--- src/rtl/ntcrack_pkg.sv ---
// Shared definitions for the NT hash cracker host: controller state encoding,
// transfer sizes and byte-lane helpers used by the host and its sub-blocks.
package ntcrack_pkg;

  localparam int HASH_BYTES = 16;  // bytes in one NT hash
  localparam int PWD_BYTES  = 20;  // password bytes returned by the core
  localparam int RX_BYTES   = 21;  // password bytes plus one length byte

  typedef enum logic [3:0] {
    ST_IDLE,
    ST_LD_SET,
    ST_LD_ACK,
    ST_LD_REL,
    ST_GO_SET,
    ST_GO_ACK,
    ST_SEARCH,
    ST_RX_ACK,
    ST_RX_REL,
    ST_RESULT,
    ST_ERR
  } state_t;

  // Byte i of a hash, most significant byte first.
  function automatic logic [7:0] hash_byte(input logic [127:0] h, input logic [3:0] i);
    return h[(HASH_BYTES - 1 - int'(i)) * 8 +: 8];
  endfunction

  // Return p with password byte k (0 = most significant) replaced by b.
  function automatic logic [159:0] pwd_put(input logic [159:0] p, input logic [4:0] k,
                                           input logic [7:0] b);
    logic [159:0] r;
    r = p;
    r[(PWD_BYTES - 1 - int'(k)) * 8 +: 8] = b;
    return r;
  endfunction

endpackage

--- src/rtl/ntcrack_host_if.sv ---
// Bundle of every signal between the cracker host, its upstream/downstream
// users and the cracking core. The host itself uses the slave view; the
// surrounding system (or a bench) uses the master view.
interface ntcrack_host_if;

  // upstream hash stream
  logic         hash_valid;
  logic         hash_ready;
  logic [127:0] hash_data;
  // search control
  logic         start;
  logic         busy;
  logic         done;
  // result stream
  logic         result_valid;
  logic         result_ready;
  logic [159:0] result_password;
  logic [4:0]   result_len;
  // core side
  logic [7:0]   new_hash_byte;
  logic         store_hash_byte;
  logic         go;
  logic         your_turn;
  logic         match_found;
  logic [7:0]   password_byte;
  // status
  logic [6:0]   hash_count;
  logic         error;

  modport slave (
    input  hash_valid, hash_data, start, result_ready,
           your_turn, match_found, password_byte,
    output hash_ready, busy, done, result_valid, result_password, result_len,
           new_hash_byte, store_hash_byte, go, hash_count, error
  );

  modport master (
    output hash_valid, hash_data, start, result_ready,
           your_turn, match_found, password_byte,
    input  hash_ready, busy, done, result_valid, result_password, result_len,
           new_hash_byte, store_hash_byte, go, hash_count, error
  );

endinterface

--- src/rtl/ntcrack_hs_strobe.sv ---
// Four-phase strobe toward the core: raise, wait for your_turn low, drop,
// wait for your_turn high. One instance drives store_hash_byte, one drives go.
// acked flags the cycle in which the strobe is dropped; released flags that
// the core has handed the turn back after the last drop.
module ntcrack_hs_strobe (
  input  logic clk,
  input  logic nrst,
  input  logic raise,      // start a new handshake
  input  logic abort,      // force the strobe low (watchdog)
  input  logic your_turn,
  output logic strobe,
  output logic acked,
  output logic released
);

  logic strobe_reg, strobe_next;
  logic wait_hi_reg, wait_hi_next;

  assign strobe   = strobe_reg;
  assign acked    = strobe_reg & ~your_turn;
  assign released = wait_hi_reg & your_turn;

  // Next strobe/phase: abort beats raise, raise beats the core's acknowledge.
  always_comb begin
    strobe_next  = strobe_reg;
    wait_hi_next = wait_hi_reg;
    if (abort) begin
      strobe_next  = 1'b0;
      wait_hi_next = 1'b0;
    end else if (raise) begin
      strobe_next  = 1'b1;
      wait_hi_next = 1'b0;
    end else if (strobe_reg && !your_turn) begin
      strobe_next  = 1'b0;
      wait_hi_next = 1'b1;
    end
  end

  // Strobe and phase registers.
  always_ff @(posedge clk) begin
    if (!nrst) begin
      strobe_reg  <= 1'b0;
      wait_hi_reg <= 1'b0;
    end else begin
      strobe_reg  <= strobe_next;
      wait_hi_reg <= wait_hi_next;
    end
  end

endmodule

--- src/rtl/ntcrack_host.sv ---
// Host controller for the NT hash cracking core. Loads hashes byte by byte
// into the core, launches a search and collects each 21-byte result
// (20 password bytes + length) into a held result record.
// Optional build macro NTCRACK_HOST_TIMEOUT_EN adds a handshake watchdog that
// moves to a sticky error state after TMO_CYCLES stalled cycles; without it
// the handshakes wait indefinitely and error is tied low.
module ntcrack_host
  import ntcrack_pkg::*;
#(
  parameter int HASH_MAX   = 64,
  parameter int TMO_CYCLES = 16'hFFFF
) (
  input  logic          clk,
  input  logic          nrst,
  ntcrack_host_if.slave bus
);

  state_t         state_reg, state_next;
  logic [127:0]   hash_reg, hash_next;
  logic [3:0]     byte_idx_reg, byte_idx_next;
  logic [6:0]     hash_count_reg, hash_count_next;
  logic           busy_reg, busy_next;
  logic           done_reg, done_next;
  logic [4:0]     rx_idx_reg, rx_idx_next;
  logic [159:0]   pwd_reg, pwd_next;
  logic [4:0]     len_reg, len_next;

  logic           hash_ready;
  logic           ld_raise, ld_acked, ld_released;
  logic           go_raise, go_acked, go_released;
  logic           cap_en;
  logic [4:0]     cap_idx;
  logic           tmo_hit;

  assign hash_ready = (state_reg == ST_IDLE) && bus.your_turn &&
                      (int'(hash_count_reg) < HASH_MAX);

  assign bus.hash_ready      = hash_ready;
  assign bus.busy            = busy_reg;
  assign bus.done            = done_reg;
  assign bus.result_valid    = (state_reg == ST_RESULT);
  assign bus.result_password = pwd_reg;
  assign bus.result_len      = len_reg;
  assign bus.new_hash_byte   = hash_byte(hash_reg, byte_idx_reg);
  assign bus.hash_count      = hash_count_reg;

  // store_hash_byte and go come from separate strobes; the FSM only ever
  // raises one of them and waits for it to complete, so they never overlap.
  ntcrack_hs_strobe u_store_hs (
    .clk       (clk),
    .nrst      (nrst),
    .raise     (ld_raise),
    .abort     (tmo_hit),
    .your_turn (bus.your_turn),
    .strobe    (bus.store_hash_byte),
    .acked     (ld_acked),
    .released  (ld_released)
  );

  ntcrack_hs_strobe u_go_hs (
    .clk       (clk),
    .nrst      (nrst),
    .raise     (go_raise),
    .abort     (tmo_hit),
    .your_turn (bus.your_turn),
    .strobe    (bus.go),
    .acked     (go_acked),
    .released  (go_released)
  );

`ifdef NTCRACK_HOST_TIMEOUT_EN
  localparam logic [15:0] TMO_LAST = 16'(TMO_CYCLES - 1);

  logic [15:0] tmo_cnt_reg;
  logic        error_reg;
  logic        timed;

  assign timed   = state_reg inside {ST_LD_ACK, ST_LD_REL, ST_GO_ACK, ST_RX_ACK, ST_RX_REL};
  assign tmo_hit = timed && (tmo_cnt_reg == TMO_LAST);
  assign bus.error = error_reg;

  // Count consecutive cycles stuck in one handshake state; restart on progress.
  always_ff @(posedge clk) begin
    if (!nrst) begin
      tmo_cnt_reg <= '0;
    end else if (!timed || (state_next != state_reg)) begin
      tmo_cnt_reg <= '0;
    end else begin
      tmo_cnt_reg <= tmo_cnt_reg + 16'd1;
    end
  end

  // Sticky error flag; only reset clears it.
  always_ff @(posedge clk) begin
    if (!nrst) begin
      error_reg <= 1'b0;
    end else if (tmo_hit) begin
      error_reg <= 1'b1;
    end
  end
`else
  assign tmo_hit   = 1'b0;
  assign bus.error = 1'b0;
`endif

  // Controller next-state logic; a hash accept takes priority over start.
  always_comb begin
    state_next      = state_reg;
    hash_next       = hash_reg;
    byte_idx_next   = byte_idx_reg;
    hash_count_next = hash_count_reg;
    busy_next       = busy_reg;
    done_next       = 1'b0;
    rx_idx_next     = rx_idx_reg;
    ld_raise        = 1'b0;
    go_raise        = 1'b0;
    cap_en          = 1'b0;
    cap_idx         = rx_idx_reg;

    if (tmo_hit) begin
      state_next = ST_ERR;
      busy_next  = 1'b0;
    end else begin
      unique case (state_reg)
        ST_IDLE: begin
          if (bus.hash_valid && hash_ready) begin
            hash_next     = bus.hash_data;
            byte_idx_next = '0;
            state_next    = ST_LD_SET;
          end else if (bus.start) begin
            busy_next  = 1'b1;
            state_next = ST_GO_SET;
          end
        end
        ST_LD_SET: begin
          ld_raise   = 1'b1;
          state_next = ST_LD_ACK;
        end
        ST_LD_ACK: begin
          if (ld_acked) state_next = ST_LD_REL;
        end
        ST_LD_REL: begin
          if (ld_released) begin
            if (byte_idx_reg != 4'(HASH_BYTES - 1)) begin
              byte_idx_next = byte_idx_reg + 4'd1;
              state_next    = ST_LD_SET;
            end else begin
              hash_count_next = hash_count_reg + 7'd1;
              state_next      = ST_IDLE;
            end
          end
        end
        ST_GO_SET: begin
          go_raise   = 1'b1;
          state_next = ST_GO_ACK;
        end
        ST_GO_ACK: begin
          if (go_acked) state_next = ST_SEARCH;
        end
        ST_SEARCH: begin
          if (bus.your_turn) begin
            if (bus.match_found) begin
              cap_en      = 1'b1;
              cap_idx     = 5'd0;
              rx_idx_next = 5'd1;
              go_raise    = 1'b1;
              state_next  = ST_RX_ACK;
            end else begin
              done_next  = 1'b1;
              busy_next  = 1'b0;
              state_next = ST_IDLE;
            end
          end
        end
        ST_RX_ACK: begin
          if (go_acked) state_next = ST_RX_REL;
        end
        ST_RX_REL: begin
          if (rx_idx_reg == 5'(RX_BYTES)) begin
            state_next = ST_RESULT;
          end else if (go_released && bus.match_found) begin
            cap_en      = 1'b1;
            rx_idx_next = rx_idx_reg + 5'd1;
            go_raise    = 1'b1;
            state_next  = ST_RX_ACK;
          end
        end
        ST_RESULT: begin
          if (bus.result_ready) state_next = ST_SEARCH;
        end
        ST_ERR: begin
          state_next = ST_ERR;
        end
        default: begin
          state_next = ST_IDLE;
        end
      endcase
    end
  end

  // Place a captured byte: bytes 0..19 into the password, byte 20 is the length.
  always_comb begin
    pwd_next = pwd_reg;
    len_next = len_reg;
    if (cap_en) begin
      if (int'(cap_idx) < PWD_BYTES) begin
        pwd_next = pwd_put(pwd_reg, cap_idx, bus.password_byte);
      end else begin
        len_next = bus.password_byte[4:0];
      end
    end
  end

  // Controller registers.
  always_ff @(posedge clk) begin
    if (!nrst) begin
      state_reg      <= ST_IDLE;
      hash_reg       <= '0;
      byte_idx_reg   <= '0;
      hash_count_reg <= '0;
      busy_reg       <= 1'b0;
      done_reg       <= 1'b0;
      rx_idx_reg     <= '0;
      pwd_reg        <= '0;
      len_reg        <= '0;
    end else begin
      state_reg      <= state_next;
      hash_reg       <= hash_next;
      byte_idx_reg   <= byte_idx_next;
      hash_count_reg <= hash_count_next;
      busy_reg       <= busy_next;
      done_reg       <= done_next;
      rx_idx_reg     <= rx_idx_next;
      pwd_reg        <= pwd_next;
      len_reg        <= len_next;
    end
  end

endmodule

--- src/flat_wrapper.sv ---
// flat-port wrapper written by rule: the top's interface ports become plain ports
module ntcrack_host_flat import ntcrack_pkg::*;
#(
  parameter int HASH_MAX   = 64,
  parameter int TMO_CYCLES = 16'hFFFF
)
  (clk, nrst, bus_hash_valid, bus_hash_data, bus_start, bus_result_ready, bus_your_turn, bus_match_found, bus_password_byte, bus_hash_ready, bus_busy, bus_done, bus_result_valid, bus_result_password, bus_result_len, bus_new_hash_byte, bus_store_hash_byte, bus_go, bus_hash_count, bus_error);
  ntcrack_host_if bus_i ();
  input  logic clk;
  input  logic nrst;
  input wire logic [$bits(bus_i.hash_valid)-1:0] bus_hash_valid;
  input wire logic [$bits(bus_i.hash_data)-1:0] bus_hash_data;
  input wire logic [$bits(bus_i.start)-1:0] bus_start;
  input wire logic [$bits(bus_i.result_ready)-1:0] bus_result_ready;
  input wire logic [$bits(bus_i.your_turn)-1:0] bus_your_turn;
  input wire logic [$bits(bus_i.match_found)-1:0] bus_match_found;
  input wire logic [$bits(bus_i.password_byte)-1:0] bus_password_byte;
  output wire logic [$bits(bus_i.hash_ready)-1:0] bus_hash_ready;
  output wire logic [$bits(bus_i.busy)-1:0] bus_busy;
  output wire logic [$bits(bus_i.done)-1:0] bus_done;
  output wire logic [$bits(bus_i.result_valid)-1:0] bus_result_valid;
  output wire logic [$bits(bus_i.result_password)-1:0] bus_result_password;
  output wire logic [$bits(bus_i.result_len)-1:0] bus_result_len;
  output wire logic [$bits(bus_i.new_hash_byte)-1:0] bus_new_hash_byte;
  output wire logic [$bits(bus_i.store_hash_byte)-1:0] bus_store_hash_byte;
  output wire logic [$bits(bus_i.go)-1:0] bus_go;
  output wire logic [$bits(bus_i.hash_count)-1:0] bus_hash_count;
  output wire logic [$bits(bus_i.error)-1:0] bus_error;
  assign bus_i.hash_valid = bus_hash_valid;
  assign bus_i.hash_data = bus_hash_data;
  assign bus_i.start = bus_start;
  assign bus_i.result_ready = bus_result_ready;
  assign bus_i.your_turn = bus_your_turn;
  assign bus_i.match_found = bus_match_found;
  assign bus_i.password_byte = bus_password_byte;
  assign bus_hash_ready = bus_i.hash_ready;
  assign bus_busy = bus_i.busy;
  assign bus_done = bus_i.done;
  assign bus_result_valid = bus_i.result_valid;
  assign bus_result_password = bus_i.result_password;
  assign bus_result_len = bus_i.result_len;
  assign bus_new_hash_byte = bus_i.new_hash_byte;
  assign bus_store_hash_byte = bus_i.store_hash_byte;
  assign bus_go = bus_i.go;
  assign bus_hash_count = bus_i.hash_count;
  assign bus_error = bus_i.error;
  ntcrack_host #(.HASH_MAX(HASH_MAX), .TMO_CYCLES(TMO_CYCLES)) u_core (.clk(clk), .nrst(nrst), .bus(bus_i));
endmodule
--- config.mk ---
export PLATFORM = sky130hd
export DESIGN_NAME = ntcrack_host_flat
export DESIGN_NICKNAME = d
export VERILOG_FILES = /design/src/rtl/ntcrack_pkg.sv /design/src/rtl/ntcrack_host_if.sv /design/src/rtl/ntcrack_hs_strobe.sv /design/src/rtl/ntcrack_host.sv /design/src/flat_wrapper.sv
export SDC_FILE = /design/constraint.sdc
export NUM_CORES = 1
export LEC_CHECK = 0
export ABC_CLOCK_PERIOD_IN_PS = 6200
export CAP_MARGIN = 30
export CORE_MARGIN = 5
export CORE_UTILIZATION = 48
export DETAILED_ROUTE_END_ITERATION = 8
export PLACE_DENSITY = 0.77
export SYNTH_ARGS = -nofsm -noshare
export SYNTH_HDL_FRONTEND = slang
export SYNTH_SLANG_ARGS = --single-unit
export TNS_END_PERCENT = 30
--- constraint.sdc ---
create_clock -name clk -period 6.2 [get_ports clk]
set_input_delay 0.62 -clock clk [delete_from_list [all_inputs] [get_ports clk]]
set_output_delay 0.62 -clock clk [all_outputs]
set_load 0.05 [all_outputs]
==> impl_metrics.toml, run 1 <==
[run_status]
status = "finished clean"

[yosys]
yosysTopAreaCell = "sky130_fd_sc_hd__dfxtp_1"
ys.warnings.count = 0
synth_common_cells = "sky130_fd_sc_hd__nand2_1, sky130_fd_sc_hd__dfxtp_1, sky130_fd_sc_hd__mux2i_1, sky130_fd_sc_hd__a21oi_1, sky130_fd_sc_hd__clkbuf_1"
netlist_top_cells_area = "sky130_fd_sc_hd__dfxtp_1, sky130_fd_sc_hd__nand2_1, sky130_fd_sc_hd__mux2i_1, sky130_fd_sc_hd__mux4_2, sky130_fd_sc_hd__a21oi_1"
yosysMostFrequentCell = "sky130_fd_sc_hd__nand2_1"
synthesis.area_sq_um = 13900
yosys.cell_types.count = 72
syn_area_per_cell_sq_um = 9.16
async_reset_ff_share_pct = 0
ys_ff_latch = 319
syn-num-nets = 1674
synth-edff-count = 0
synthesis.instances = 1517
postSynth.topFlopCell = "sky130_fd_sc_hd__dfxtp_1"
synth_largest_type_area_fraction_pct = 45.9
synth_sequential_area_ratio_pct = 45.9

[worst_setup_path]
crit_arrival_ns = 5.79
critical-path-top-cell-by-count = "sky130_fd_sc_hd__ha_1"
sum_of_buffers_and_inverters_on_the_critical_path = 1
critPathLaunchType = "register"
critical_path.max_stage_delay_ns = 0.67
cp_slowest_cell = "sky130_fd_sc_hd__dfxtp_1"
endpoint_kind_of_the_worst_setup_timing_path = "register"
critPathKind = "reg -> reg"
worst_path_dominant_cell_family = "simple AND/OR/NAND/NOR gates"
crit_path_max_fanout = 17
critical_path.cell_chain = "nand4bb_1, o21ai_0, ha_1, and4bb_1, nand3b_1, ha_1, nor4_1, nand4b_1, a222oi_1, buf_4, nand4_4, nor4_4, mux2i_1"
critPathRequiredTime_ns = 6.63

[finish]
number_of_nets_in_the_final_layout = 1949
syn_to_final_growth_pct = 33.1
number_of_flip_flops_under_the_largest_register_name = 160
drive_above_1_share_pct = 7.71
final.fill_count = 2341
fin_cells = 2200
ant_diodes = 0

[floorplan]
die-height_um = 180
coreArea_sq_um = 28600
starting_density_of_the_core_pct = 48.6
placementRows = 62
fp.dieArea_sq_um = 32500
floorplan.io_pins = 330
die_width_um = 180

[grt]
number_of_antenna_violations_at_the_first_check_in_global_routing = 1
grt_max_degree = 95
grt-ovfl-total = 0
grt_pass1_wl_um = 66000
grt_pass1_vias = 11738
grt_usage_pct = 24.9

[placement]
post-place-cells = 2139
routabilityCongestion = 0.901
dp_slack_ns = 0.523
place.port_buffers = 328
dpl.hpwl_um = 31200

[sta]
hold-worst-slack_ns = 0.452
finalHoldViolCount = 0
relSlewSlack_pct = 28.3
setup_ws_ns = 0.836
min_period_ns = 5.36
min_period_over_period_pct = 86.5
setup_viol = 0
setup-tns-final_ns = 0
unrepaired_setup_endpoints_after_global_routing = "false"
fmax_ghz = 0.186
timing_worst_slew_pin_value_ns = 1.07
final.setup_skew_ns = 0.0169
final-max-slew-violation-count = 0

[clock_network]
post_cts.repair.setup_buffers = 0
clk_pin_slew_ns = 0.06
cts.repair.resized = 0
cts_max_path_buffers = 3
clockRootBuffer = "sky130_fd_sc_hd__clkbuf_16"
cts_tree = "yes"
ctsHtreeMaxLevel = 2
clock_latency_ns = 0.52
cts_sinks = 319
cts-buffers-inserted = 34
post_cts_hold_buffer_count = 0

[routing]
drt_iter0_markers = 649
routed_wirelength_um = 42600
drcViolationCount = 0
wl_per_cell_um = 19.4
residual_antenna_violating_net_count_after_detailed_routing = 0
dr.pass1.iters = 7
vias_per_cell = 5.48
routed-via-count = 12062

[power_and_ir_drop]
worst_ir_drop_on_vdd_uv = 227
p_per_area_nw_per_um2 = 274
leakage_power_total_nw = 6.56
total_power_w = 0.00507

[job]
cap_viol_max_count = 0

[worst_hold_path]
hold_path_class = "reg -> reg"
==> through the flow <==
step	area, sq um	utilization [%]
after floorplan	13900	-
after global placement	17300	60.6
after detailed placement	17400	60.7
after CTS	18500	64.6
after global routing	18500	64.6
final	18500	64.6
==> placed cells by master (no fill, tap or decap), drive strengths merged, types with 17 or more instances in the layout <==
master,count
mux4,40
buf,17
clkbuf,50
a21oi,152
nand2,474
nor3,24
clkdlybuf4s50,327
nor2,42
mux2i,162
dfxtp,319
==> worst paths after layout <==
| path | startpoint | to | slack (ns) | depth (start not counted) |
|---|---|---|---|---|
| hold / removal | u_core.hash_reg[18] | u_core.hash_reg[18] | 0.45 | 2 |
| setup reg to reg | u_core.state_reg[2] | u_core.bus.result_password[29] | 0.84 | 13 |
| setup / recovery | u_core.state_reg[2] | u_core.bus.result_password[29] | 0.84 | 13 |
| hold reg to reg | u_core.hash_reg[18] | u_core.hash_reg[18] | 0.45 | 2 |
==> report_power, final <==
group / switching (W) / total (W) / internal (W) / leakage, nW
clock: 0.000826 / 0.00200 / 0.00117 / 0.536
combinational: 0.000466 / 0.000810 / 0.000344 / 3.45
sequential: 0.0000947 / 0.00226 / 0.00217 / 2.58
==> final cells by class <==
| type | count | area [sq um] | area share (%) |
|---|---|---|---|
| multi-input cells | 1084 | 7060 | 38.2 |
| flip-flops and latches | 319 | 6390 | 34.5 |
| repair buffers | 344 | 3430 | 18.6 |
| clock buffers | 50 | 1000 | 5.42 |
| well taps | 384 | 480 | 2.60 |
| clock inverters | 10 | 101 | 0.548 |
| inverters | 9 | 36.3 | 0.196 |
==> logic make-up after synthesis <==
logic type,synth area share [%]
xor gates and xnor gates,1.06
adders and majority gates,1.26
other,0.0270
DFF,45.9
buffers and inverters,3.28
AOI/OAI and AO/OA,8.76
muxes,18.2
and+or+nand+nor,21.4
==> routing by layer <==
| metal | global-route usage, % | up-vias | share of wire, % |
|---|---|---|---|
| met3 | 6.44 | 82 | 8.1 |
| met4 | 7.59 | 2 | 3.4 |
| met5 | 0 | - | 0.028 |
| met1 | 30.9 | 5739 | 40 |
| li1 | - | 5765 | - |
| met2 | 42.6 | 474 | 49 |
==> worst min-delay path, stage by stage, from the launching register on <==
cell and delay [ns]:
sky130_fd_sc_hd__dfxtp_1 0.31, sky130_fd_sc_hd__nand2_1 0.05, sky130_fd_sc_hd__a21oi_1 0.05
Note: power is estimated with default switching activity, not from simulation.
==> run 2, diff against run 1 <==
--- a/config.mk
+++ b/config.mk
@@ -7,10 +7,12 @@
 export LEC_CHECK = 0
 export ABC_CLOCK_PERIOD_IN_PS = 6200
 export CAP_MARGIN = 30
-export CORE_MARGIN = 5
-export CORE_UTILIZATION = 48
+export CELL_PAD_IN_SITES_DETAIL_PLACEMENT = 1
+export CELL_PAD_IN_SITES_GLOBAL_PLACEMENT = 1
+export CORE_MARGIN = 2
+export CORE_UTILIZATION = 38
 export DETAILED_ROUTE_END_ITERATION = 8
-export PLACE_DENSITY = 0.77
+export PLACE_DENSITY_LB_ADDON = 0.1
 export SYNTH_ARGS = -nofsm -noshare
 export SYNTH_HDL_FRONTEND = slang
 export SYNTH_SLANG_ARGS = --single-unit
==> impl_metrics.toml, run 2 (synthesis results as in run 1) <==
[grt]
grt_max_degree = 92
grt_usage_pct = 24.4
number_of_antenna_violations_at_the_first_check_in_global_routing = 2
grt_pass1_wl_um = 73300
grt-ovfl-total = 0
grt_pass1_vias = 12562

[clock_network]
clk_pin_slew_ns = 0.06
cts-buffers-inserted = 37
cts.repair.resized = 0
cts_sinks = 319
clockRootBuffer = "sky130_fd_sc_hd__clkbuf_16"
cts_tree = "yes"
ctsHtreeMaxLevel = 2
post_cts_hold_buffer_count = 0
clock_latency_ns = 0.53
cts_max_path_buffers = 3
post_cts.repair.setup_buffers = 0

[sta]
fmax_ghz = 0.179
finalHoldViolCount = 0
hold-worst-slack_ns = 0.452
unrepaired_setup_endpoints_after_global_routing = "false"
final-max-slew-violation-count = 0
min_period_ns = 5.60
setup_viol = 0
relSlewSlack_pct = 32.2
min_period_over_period_pct = 90.3
final.setup_skew_ns = 0.0189
setup-tns-final_ns = 0
timing_worst_slew_pin_value_ns = 1.01

[routing]
routed_wirelength_um = 47000
vias_per_cell = 5.25
residual_antenna_violating_net_count_after_detailed_routing = 0
wl_per_cell_um = 20.5
dr.pass1.iters = 5
routed-via-count = 12050
drcViolationCount = 0
drt_iter0_markers = 571

[worst_hold_path]
hold_depth = 2
worstHoldEndpoint = "u_core.hash_reg[21]"
hold_path_class = "reg -> reg"
hold_start = "u_core.hash_reg[21]"

[finish]
drive_above_1_share_pct = 8.38
most-common-layout-cells = "sky130_fd_sc_hd__nand2_1, sky130_fd_sc_hd__clkdlybuf4s50_1, sky130_fd_sc_hd__dfxtp_1"
syn_to_final_growth_pct = 34.8
fin_cells = 2297
final.fill_count = 4110
number_of_nets_in_the_final_layout = 1955
number_of_flip_flops_under_the_largest_register_name = 160
mostFrequentLayoutCell = "sky130_fd_sc_hd__nand2_1"

[worst_setup_path]
reg2reg_setup_slack_ns = 0.60
critPathKind = "reg -> reg"
critical_path.max_stage_delay_ns = 0.65
endpoint_kind_of_the_worst_setup_timing_path = "register"
timing.reg2reg.worst_path_depth = 15
critical_path.cell_chain = "nand4bb_1, nor2_1, nor2_1, ha_1, and2_1, nand2_1, inv_1, ha_1, nor4bb_1, nand4_1, a222oi_1, buf_4, nand4_4, nor3_4, mux2i_1"
rr_startpoint = "u_core.state_reg[0]"
crit_path_max_fanout = 19
crit_arrival_ns = 6.04
cp_slowest_cell = "sky130_fd_sc_hd__nor3_4"
worst_path_dominant_cell_family = "simple AND/OR/NAND/NOR gates"
sum_of_buffers_and_inverters_on_the_critical_path = 2
timing.rr.end = "u_core.bus.result_password[100]"
critPathRequiredTime_ns = 6.64
critPathLaunchType = "register"

[power_and_ir_drop]
leakage_power_total_nw = 6.63
comb_power_share_pct = 15.6
power_report.internal_total_w = 0.00379
worst_ir_drop_on_vdd_uv = 198
netSwitchingFraction_pct = 28.1
sequentialPowerShare_pct = 43.1
net-switching-power_w = 0.00148
clockPowerShare_pct = 41.3
p_per_area_nw_per_um2 = 281

[floorplan]
die-height_um = 195
die_width_um = 195
starting_density_of_the_core_pct = 38.2
placementRows = 70
fp.dieArea_sq_um = 38100
floorplan.io_pins = 330
coreArea_sq_um = 36300

[placement]
place.port_buffers = 328
dpl.hpwl_um = 33800
post-place-cells = 2227
routabilityCongestion = 0.874

[run_status]
status = "finished clean"

[job]
cap_viol_max_count = 0
-- run 2: final cells by class --
type	instances	area, sq um	area share (%)
tap	468	586	3.12
timing repair buffer	347	3440	18.3
clock buffer	53	1090	5.80
antenna	3	7.51	0.0401
multi-input combinational	1084	7070	37.7
sequential	319	6390	34.1
clock inverter	14	133	0.708
inverter	9	36.3	0.194
-- run 2: worst register-to-register path, delay by kind of cell, from the launching register on --
family	cells	cell delay, ns
AO/OA/AOI/OAI	1	0.40
buffers and inverters	2	0.29
multiplexers	1	0.31
AND/OR/NAND/NOR	9	3.23
adder cells (fa/ha/maj)	2	0.81
flip-flops	1	0.49
-- run 2: per-stage QoR --
stage | util, % | worst slack (ns) | cell area [sq um] | power (W)
2_1_floorplan | - | 1.75 | 13900 | 0.00284
3_3_place_gp | 48.1 | 0.705 | 17500 | 0.00312
3_5_place_dp | 48.2 | 0.351 | 17500 | 0.00314
4_1_cts | 51.5 | 0.646 | 18700 | 0.00533
5_1_grt | 51.5 | 0.194 | 18700 | 0.00549
6_report | 51.6 | 0.599 | 18700 | 0.00526
-- run 2: power groups by stage --
stage          logic (W)  clock network [W]  registers (W)
6_report        0.000822            0.00217        0.00227
5_1_grt         0.000907            0.00230        0.00229
4_1_cts         0.000833            0.00223        0.00227
3_5_place_dp    0.000827                  0        0.00231
3_3_place_gp    0.000815                  0        0.00231
2_1_floorplan   0.000562                  0        0.00228
-- run 2: worst max path at each step --
| stage | end | start | slack, ns | depth (start not counted) |
|---|---|---|---|---|
| after detailed placement | u_core.bus.result_password[25] | bus_match_found | 0.35 | 16 |
| after CTS | u_core.bus.result_password[100] | u_core.state_reg[0] | 0.65 | 15 |
| after global routing | u_core.bus.result_password[28] | u_core.state_reg[0] | 0.19 | 15 |
| after floorplan | u_core.bus.result_password[16] | bus_match_found | 1.75 | 19 |
| final | u_core.bus.result_password[100] | u_core.state_reg[0] | 0.60 | 15 |
| after global placement | u_core.bus.result_password[27] | bus_match_found | 0.70 | 16 |
-- run 2: per-layer routing --
layer	track usage (%)	share of wire, %	vias to the layer above	routed length [um]
met5	0	0.026	-	12
met1	29.8	42	5855	19600
met4	7.24	2.9	2	1370
met3	5.06	5.5	76	2580
met2	43.4	50	330	23400
li1	-	-	5787	-
==> run 3, diff against run 2 <==
--- a/config.mk
+++ b/config.mk
@@ -11,8 +11,10 @@
 export CELL_PAD_IN_SITES_GLOBAL_PLACEMENT = 1
 export CORE_MARGIN = 2
 export CORE_UTILIZATION = 38
+export CTS_CLUSTER_SIZE = 20
 export DETAILED_ROUTE_END_ITERATION = 8
 export PLACE_DENSITY_LB_ADDON = 0.1
+export SKIP_LAST_GASP = 1
 export SYNTH_ARGS = -nofsm -noshare
 export SYNTH_HDL_FRONTEND = slang
 export SYNTH_SLANG_ARGS = --single-unit
==> results of run 3 <==
The final DEF is identical to that of run 2; final timing and power are the same.
